[config.mk]
export PLATFORM = sky130hd
export DESIGN_NAME = muldiv_ctrl
export DESIGN_NICKNAME = d
export VERILOG_FILES = /design/src/rtl/muldiv_ctrl.sv
export SDC_FILE = /design/constraint.sdc
export NUM_CORES = 1
export LEC_CHECK = 0
export ABC_AREA = 1
export BUFFER_PORTS_ARGS = -buffer_cell sky130_fd_sc_hd__buf_2
export CAP_MARGIN = 25
export CELL_PAD_IN_SITES_DETAIL_PLACEMENT = 0
export CELL_PAD_IN_SITES_GLOBAL_PLACEMENT = 1
export CORE_AREA = 2 2 147 149
export DETAILED_ROUTE_END_ITERATION = 10
export DIE_AREA = 0 0 149 151
export MAX_ROUTING_LAYER = met4
export PLACE_DENSITY_LB_ADDON = 0.15
export SYNTH_ARGS = -nofsm -noshare
export SYNTH_HDL_FRONTEND = slang
export SYNTH_SLANG_ARGS = --single-unit
[constraint.sdc]
create_clock -name clk -period 1.59 [get_ports clk]
set_input_delay 0.2385 -clock clk [delete_from_list [all_inputs] [get_ports clk]]
set_output_delay 0.2385 -clock clk [all_outputs]
set_load 0.02 [all_outputs]
[src/rtl/muldiv_ctrl.sv]
// Sequencer between the control unit and the iterative multiplier/divider:
// issues start pulses, times each unit's fixed latency, owns HI/LO.
module muldiv_ctrl #(
    parameter int MULT_LAT = 36,
    parameter int DIV_LAT  = 34,
    parameter int CNT_W    = 6
) (
    input  logic        clk,
    input  logic        reset,
    input  logic        cmd_valid,
    input  logic [2:0]  cmd_op,
    input  logic [31:0] op_b,
    input  logic [31:0] mt_data,
    output logic        cmd_ready,
    output logic        stall,
    output logic        mult_start,
    output logic        div_start,
    input  logic [31:0] mult_hi,
    input  logic [31:0] mult_lo,
    input  logic [31:0] div_hi,
    input  logic [31:0] div_lo,
    output logic [31:0] hi,
    output logic [31:0] lo,
    output logic [31:0] mf_data,
    output logic        mf_valid,
    output logic        done,
    output logic        div_zero
);

    typedef enum logic [1:0] {
        S_IDLE,
        S_RUN_MULT,
        S_RUN_DIV
    } state_t;

    typedef enum logic [2:0] {
        OP_NOP  = 3'b000,
        OP_MULT = 3'b001,
        OP_DIV  = 3'b010,
        OP_MFHI = 3'b011,
        OP_MFLO = 3'b100,
        OP_MTHI = 3'b101,
        OP_MTLO = 3'b110,
        OP_RSVD = 3'b111
    } op_t;

    state_t             r_state;
    state_t             w_next_state;
    logic [CNT_W-1:0]   r_cnt;
    logic [CNT_W-1:0]   w_next_cnt;
    logic [31:0]        r_hi;
    logic [31:0]        r_lo;
    logic [31:0]        r_mf_data;
    logic               r_mf_valid;
    logic               r_done;
    logic               r_div_zero;

    op_t                w_op;
    logic               w_accept;
    logic               w_capture;
    logic               w_mult_go;
    logic               w_div_go;
    logic               w_div_zero_go;

    assign w_op = op_t'(cmd_op);

    always_ff @(posedge clk) begin
        if (reset) begin
            r_state <= S_IDLE;
            r_cnt   <= '0;
        end else begin
            r_state <= w_next_state;
            r_cnt   <= w_next_cnt;
        end
    end

    // Start pulses are combinational so the units sample the accept-cycle operands.
    always_comb begin
        w_next_state  = r_state;
        w_next_cnt    = r_cnt;
        w_accept      = 1'b0;
        w_capture     = 1'b0;
        w_mult_go     = 1'b0;
        w_div_go      = 1'b0;
        w_div_zero_go = 1'b0;
        case (r_state)
            S_IDLE: begin
                w_accept = cmd_valid & ~reset;
                if (w_accept && w_op == OP_MULT) begin
                    w_mult_go    = 1'b1;
                    w_next_state = S_RUN_MULT;
                    w_next_cnt   = CNT_W'(MULT_LAT - 1);
                end else if (w_accept && w_op == OP_DIV) begin
                    if (op_b != '0) begin
                        w_div_go     = 1'b1;
                        w_next_state = S_RUN_DIV;
                        w_next_cnt   = CNT_W'(DIV_LAT - 1);
                    end else begin
                        w_div_zero_go = 1'b1;
                    end
                end
            end
            S_RUN_MULT, S_RUN_DIV: begin
                if (r_cnt == '0) begin
                    w_capture    = 1'b1;
                    w_next_state = S_IDLE;
                end else begin
                    w_next_cnt = r_cnt - 1'b1;
                end
            end
            default: w_next_state = S_IDLE;
        endcase
    end

    always_ff @(posedge clk) begin
        if (reset) begin
            r_hi       <= '0;
            r_lo       <= '0;
            r_mf_data  <= '0;
            r_mf_valid <= 1'b0;
            r_done     <= 1'b0;
            r_div_zero <= 1'b0;
        end else begin
            r_mf_valid <= 1'b0;
            r_done     <= w_capture;
            r_div_zero <= w_div_zero_go;
            if (w_capture) begin
                if (r_state == S_RUN_MULT) begin
                    r_hi <= mult_hi;
                    r_lo <= mult_lo;
                end else begin
                    r_hi <= div_hi;
                    r_lo <= div_lo;
                end
            end
            if (w_accept) begin
                case (w_op)
                    OP_MFHI: begin
                        r_mf_data  <= r_hi;
                        r_mf_valid <= 1'b1;
                    end
                    OP_MFLO: begin
                        r_mf_data  <= r_lo;
                        r_mf_valid <= 1'b1;
                    end
                    OP_MTHI: r_hi <= mt_data;
                    OP_MTLO: r_lo <= mt_data;
                    default: ;
                endcase
            end
        end
    end

    assign cmd_ready  = (r_state == S_IDLE);
    assign stall      = cmd_valid & ~cmd_ready;
    assign mult_start = w_mult_go;
    assign div_start  = w_div_go;
    assign hi         = r_hi;
    assign lo         = r_lo;
    assign mf_data    = r_mf_data;
    assign mf_valid   = r_mf_valid;
    assign done       = r_done;
    assign div_zero   = r_div_zero;

endmodule

**Word level (Yosys, flattened, before mapping)**

Cells that the tools add are included.
Widths: inputs -> output; s select.

- Bits in registers: 107
- Input bits: 198
- Output and inout bits: 103
- Word-level logic and storage cells: 71

- Equality and inequality tests: 12
- Bitwise operators: 6
- Reduce and logical (&&, ||, !) cells: 14
- $add $sub $neg: 1
- Mux-type cells: 30

Operators by type and width:

| cell | number |
|---|---|
| $mux 32 | 8 |
| $pmux 32 s2 | 1 |
| $reduce_bool 32->1 | 1 |
| $mux 6 | 4 |
| $pmux 6 s2 | 1 |
| $mux 1 | 11 |
| $eq 3x3->1 const B | 3 |
| $mux 2 | 4 |
| $eq 3x2->1 const B | 2 |
| $logic_not 6->1 | 1 |
| $ne 3x1->1 const B | 2 |
| $reduce_or 2->1 | 3 |
| $sub 6x1->6 const B | 1 |
| $ne 2x2->1 const B | 2 |
| $not 1->1 | 4 |
| $pmux 2 s2 | 1 |
| $reduce_and 4->1 | 1 |
| $reduce_bool 2->1 | 2 |
| $reduce_or 4->1 | 1 |
| $eq 3x1->1 const B | 1 |
| $reduce_and 3->1 | 1 |
| $and 1x1->1 | 2 |
| $eq 2x1->1 const B | 1 |
| $eq 2x2->1 const B | 1 |
| other kinds (3) | 4 |

**Depth between registers and ports, before layout**

- Word-level depth: 6
- Depth in mapped cells: 12
- Mapped depth without buffers: 11

**Least setup slack after synthesis**

OpenSTA, ideal clock, no wires.

- Path type: register -> register
- From: register r_state[1]
- To: register r_state[0]
- Setup time: 0.071 ns
- Clock period less this slack: 1.727 ns
- Path buffers: 0
- Setup slack: -0.137 ns
- Data required time: 1.519 ns
- Arrival: 1.657 ns
- Cell stages (with the launch flop): 7
- Cell sequence: dfxtp_1 -> inv_1 -> ha_1 -> inv_1 -> nor3_1 -> nand2_1 -> a21oi_1

- Elaborated cells on any way between the ends: 9
- Those cells by class: 5 x eq/ne; 1 x mux; 3 x reduce/logical

RTL lines:

| what | RTL line | text |
|---|---|---|
| from (decl) | 47 | `state_t r_state;` |
| from (signal assigned) | 72 | `r_state <= w_next_state;` |
| $logic_not 2->1 (*) | -- |  |
| named net cmd_ready | 14 | `output logic cmd_ready,` |
| $ne 3x1->1 (no line) | -- |  |
| $reduce_and 3->1 (no line) | -- |  |

Mark *: on every way through the listed nets, which the timed path passes. The rest lies on a longest branch.
A chain may end at the register's enable or synchronous reset.

**Worst setup path in the final report**

- From: register r_state[1]
- To: register r_lo[31] (netlist: lo[31])

- Cells in the longest elaborated chain, start to end: 6
- Elaborated cells on any way between the ends: 10
- Those cells by class: 2 x eq/ne; 6 x mux; 2 x reduce/logical

Ends and longest elaborated chain:

| what | RTL line | text |
|---|---|---|
| $eq 2x1->1 or $eq 2x2->1 (tied branches) | 86, 128 |  |
| $reduce_or 2->1 | 86 | `case (r_state)` |
| $mux 1 | 86 |  |
| $mux 32 | 127 | `if (w_capture) begin` |
| $mux 32 | 137 | `case (w_op)` |
| $mux 32 (*) | 136 | `if (w_accept) begin` |
| to (signal assigned) | 130 | `r_lo <= mult_lo;` |
| to (signal assigned) | 133 | `r_lo <= div_lo;` |
| to (signal assigned) | 147 | `OP_MTLO: r_lo <= mt_data;` |
| to (decl) | 52 | `logic [31:0] r_lo;` |

Mark *: on every way between the ends. The rest lies on a longest branch, timed or not.

==> load_flow_metrics.sql <==
INSERT INTO impl_metrics (metric_group, metric, value, unit) VALUES
('pwr', 'power.sequential.fraction', '33.0', '%'),
('global_routing', 'grt_start_max_net_pins', '56', ''),
('critical_path', 'crit_fanout', '12', ''),
('synthesis', 'post_synth_inst_count', '762', ''),
('global_routing', 'grt_pass1_wl', '34.8', 'mm'),
('synthesis', 'netlist.top_cell.by_area', 'sky130_fd_sc_hd__dfxtp_1', ''),
('synthesis', 'synthMuxAreaShare', '12.1', '%'),
('flow_run', 'max_cap_viol_count', '0', ''),
('run_status', 'run_status', 'finished with violations', ''),
('hold_path', 'hold_removal_path_class', 'in -> reg', ''),
('route', 'drcViolationCount', '0', ''),
('critical_path', 'critical_path_arrival', '1.85', 'ns'),
('synthesis', 'simple_gate_fraction_of_synth_area', '20.6', '%'),
('sta', 'timing.final.max_slew_violations', '0', ''),
('pwr', 'internal_power', '6.26', 'mW'),
('pwr', 'switching_share', '38.2', '%'),
('floorplan', 'fp-row-count', '53', ''),
('route', 'drt-wirelength-per-cell', '19.1', 'um'),
('clocking', 'clk_pin_slew', '0.08', 'ns'),
('critical_path', 'worst_path_buffer_plus_inverter_count', '4', ''),
('clocking', 'inserted_clock_buffers', '9', ''),
('route', 'number_of_nets_with_antenna_violations_after_routing', '0', ''),
('floorplan', 'initial_utilization', '27.9', '%'),
('floorplan', 'floorplan.die.height', '151', 'um'),
('critical_path', 'critPathLaunchType', 'register', ''),
('final_layout', 'synthToLayoutAreaGrowth', '63.7', '%'),
('synthesis', 'synth_top_cell_area_share', '36.9', '%'),
('sta', 'worst_clock_skew', '0.0108', 'ns'),
('synthesis', 'synth.ff_latch_count', '107', ''),
('place', 'placed_cells_incl_taps', '1333', ''),
('synthesis', 'yosys.area_share.adder', '0.647', '%'),
('synthesis', 'synth_cell_types', '33', ''),
('sta', 'worstMarginPinSlew', '0.823', 'ns'),
('clocking', 'clock_insertion_delay_worst_skew', '0.36', 'ns'),
('sta', 'finalWorstSetupSlack', '-0.0551', 'ns'),
('pwr', 'switching_power', '3.87', 'mW'),
('hold_path', 'worst_hold_path.num_cells', '3', ''),
('sta', 'setup_viol_count_final', '40', ''),
('sta', 'grt_setup_unrepaired', 'true', ''),
('sta', 'fin_crit', '1.65', 'ns'),
('pwr', 'power_leakage', '4.37', 'nW'),
('hold_path', 'min-delay-start', 'mt_data[4]', ''),
('clocking', 'post_cts_hold_buffer_count', '0', ''),
('global_routing', 'first_global_vias', '6229', ''),
('floorplan', 'design.core.area', '20800', 'um2'),
('synthesis', 'leading_post_synthesis_cells_by_cell_area', 'sky130_fd_sc_hd__dfxtp_1 37%, sky130_fd_sc_hd__mux2_2 9.7%, sky130_fd_sc_hd__nand2_1 9.1%', ''),
('place', 'place.detailed.hpwl', '16.5', 'mm'),
('route', 'drt_iter0_drc', '352', ''),
('final_layout', 'fraction_of_final_layout_cells_with_drive_strength_greater_than_1', '52.9', '%'),
('clocking', 'cts.path.max_buffers', '2', ''),
('pwr', 'power.combinational.fraction', '44.0', '%'),
('final_layout', 'num-nets-final', '1305', ''),
('synthesis', 'syn-num-nets', '963', ''),
('critical_path', 'critical_path.reg2reg.startpoint', 'r_state[1]', ''),
('place', 'placed_cell_area', '7950', 'um2'),
('final_layout', 'final-instance-count-excl-fill', '1386', ''),
('global_routing', 'groute.usage.overall', '20.8', '%'),
('sta', 'final_min_period_over_clock_period', '103', '%'),
('route', 'drt_pass1_iterations', '4', ''),
('hold_path', 'min_to', 'hi[4]', ''),
('synthesis', 'largest_family_of_logic_cells_by_synthesized_area', 'compound AO/OA/AOI/OAI gates', ''),
('pwr', 'power.density_cell_area', '1070', 'nW/um2'),
('clocking', 'tritoncts', 'done', ''),
('critical_path', 'r2r.worst_path.cells', '8', ''),
('final_layout', 'layout.area.seq', '2150', 'um2'),
('critical_path', 'critical_path.endpoint_type', 'register', ''),
('place', 'gp_congestion', '0.803', ''),
('clocking', 'clock-sinks', '107', ''),
('floorplan', 'io_pins', '301', ''),
('run_status', 'failed_checks', 'negative setup slack', ''),
('synthesis', 'synthXorXnorAreaFrac', '0.302', '%');
worst min-delay path, cell delays in order:
cell and delay [ns]:
sky130_fd_sc_hd__buf_2 0.09, sky130_fd_sc_hd__o211ai_1 0.09, sky130_fd_sc_hd__inv_1 0.05
synth_stat cells:
cell type,count
sky130_fd_sc_hd__inv_2,6
sky130_fd_sc_hd__buf_2,21
sky130_fd_sc_hd__buf_1,1
sky130_fd_sc_hd__o211ai_2,9
sky130_fd_sc_hd__o21ai_1,4
sky130_fd_sc_hd__dfxtp_1,107
sky130_fd_sc_hd__nand3_2,2
sky130_fd_sc_hd__nand2_1,140
sky130_fd_sc_hd__nand2_2,1
sky130_fd_sc_hd__mux2i_1,14
sky130_fd_sc_hd__nor2_4,1
sky130_fd_sc_hd__mux2_2,50
sky130_fd_sc_hd__a31oi_1,32
sky130_fd_sc_hd__nand3_1,42
sky130_fd_sc_hd__nor2_2,3
sky130_fd_sc_hd__ha_1,3
sky130_fd_sc_hd__or2_2,1
sky130_fd_sc_hd__o211ai_1,16
sky130_fd_sc_hd__o22ai_1,3
sky130_fd_sc_hd__nand3_4,1
sky130_fd_sc_hd__buf_6,4
sky130_fd_sc_hd__nand4_1,5
sky130_fd_sc_hd__clkbuf_1,29
sky130_fd_sc_hd__a21oi_1,47
sky130_fd_sc_hd__a211oi_1,42
sky130_fd_sc_hd__inv_1,36
sky130_fd_sc_hd__nor2_1,89
sky130_fd_sc_hd__a21boi_2,1
sky130_fd_sc_hd__o21ai_0,41
sky130_fd_sc_hd__nor4_1,1
sky130_fd_sc_hd__buf_4,6
sky130_fd_sc_hd__nor3_1,2
sky130_fd_sc_hd__xor2_1,2
through the flow:
step	setup TNS (ns)	power, mW	worst slack [ns]
6_report	-0.527	10.1	-0.0551
2_1_floorplan	0	5.26	0.00835
3_5_place_dp	-1.49	6.57	-0.0600
3_3_place_gp	-0.124	6.58	-0.0473
5_1_grt	-6.81	10.7	-0.111
4_1_cts	-0.548	9.10	-0.0576
cells by family (layout without fill, tap and decap cells):
kind of cell	Yosys count	count (layout)
AOI/OAI and AO/OA	195	195
xor gates and xnor gates	2	2
adders and majority gates	3	3
buffers and inverters	103	450
DFF	107	107
muxes	64	64
other	0	2
and+or+nand+nor	288	288
state kept, by name, summed over array words and instances, names as in the netlist:
name,flops
mf_data,32
div_zero,1
lo,32
hi,32
done,1
r_state,2
mf_valid,1
r_cnt,6
worst max path at each step:
stage	startpoint	to	slack [ns]	depth (start not counted)
after floorplan	r_state[1]	mf_data[10]	0.008	8
after global placement	r_state[1]	lo[2]	-0.05	9
after detailed placement	r_state[1]	lo[2]	-0.06	9
after CTS	r_cnt[0]	lo[31]	-0.06	9
after global routing	r_cnt[1]	lo[10]	-0.11	10
final	r_state[1]	lo[31]	-0.06	8
power groups by stage:
stage	logic (mW)	registers, mW	clock network [mW]
global placement	3.22	3.36	0
global route	4.79	3.39	2.49
finish	4.46	3.35	2.33
floorplan	1.56	3.70	0
CTS	3.42	3.30	2.38
detailed placement	3.21	3.36	0
routing by layer:
layer	wire length (um)	part of all wire [%]	global-route usage, %
met3	1550	5.9	3.92
met5	0	0	-
met1	12000	45	26.7
met2	12500	47	33.5
met4	379	1.4	6.00
layout make-up:
type	count	share of cell area (%)
Antenna cell	2	0.0527
Inverter	42	1.84
Clock inverter	5	0.474
Multi-Input combinational cell	552	39.1
Sequential cell	107	22.6
Timing Repair inverter	1	0.171
Tap cell	275	3.62
Clock buffer	11	2.66
Timing Repair Buffer	391	29.4
repair_timing:
action,4_1_cts,5_1_grt
pin swaps,20,25
setup buffers,3,9
setup endpoints to repair,86,107
gates resized for setup,34,139
gates cloned,1,23
(Power assumes the default switching activity.)
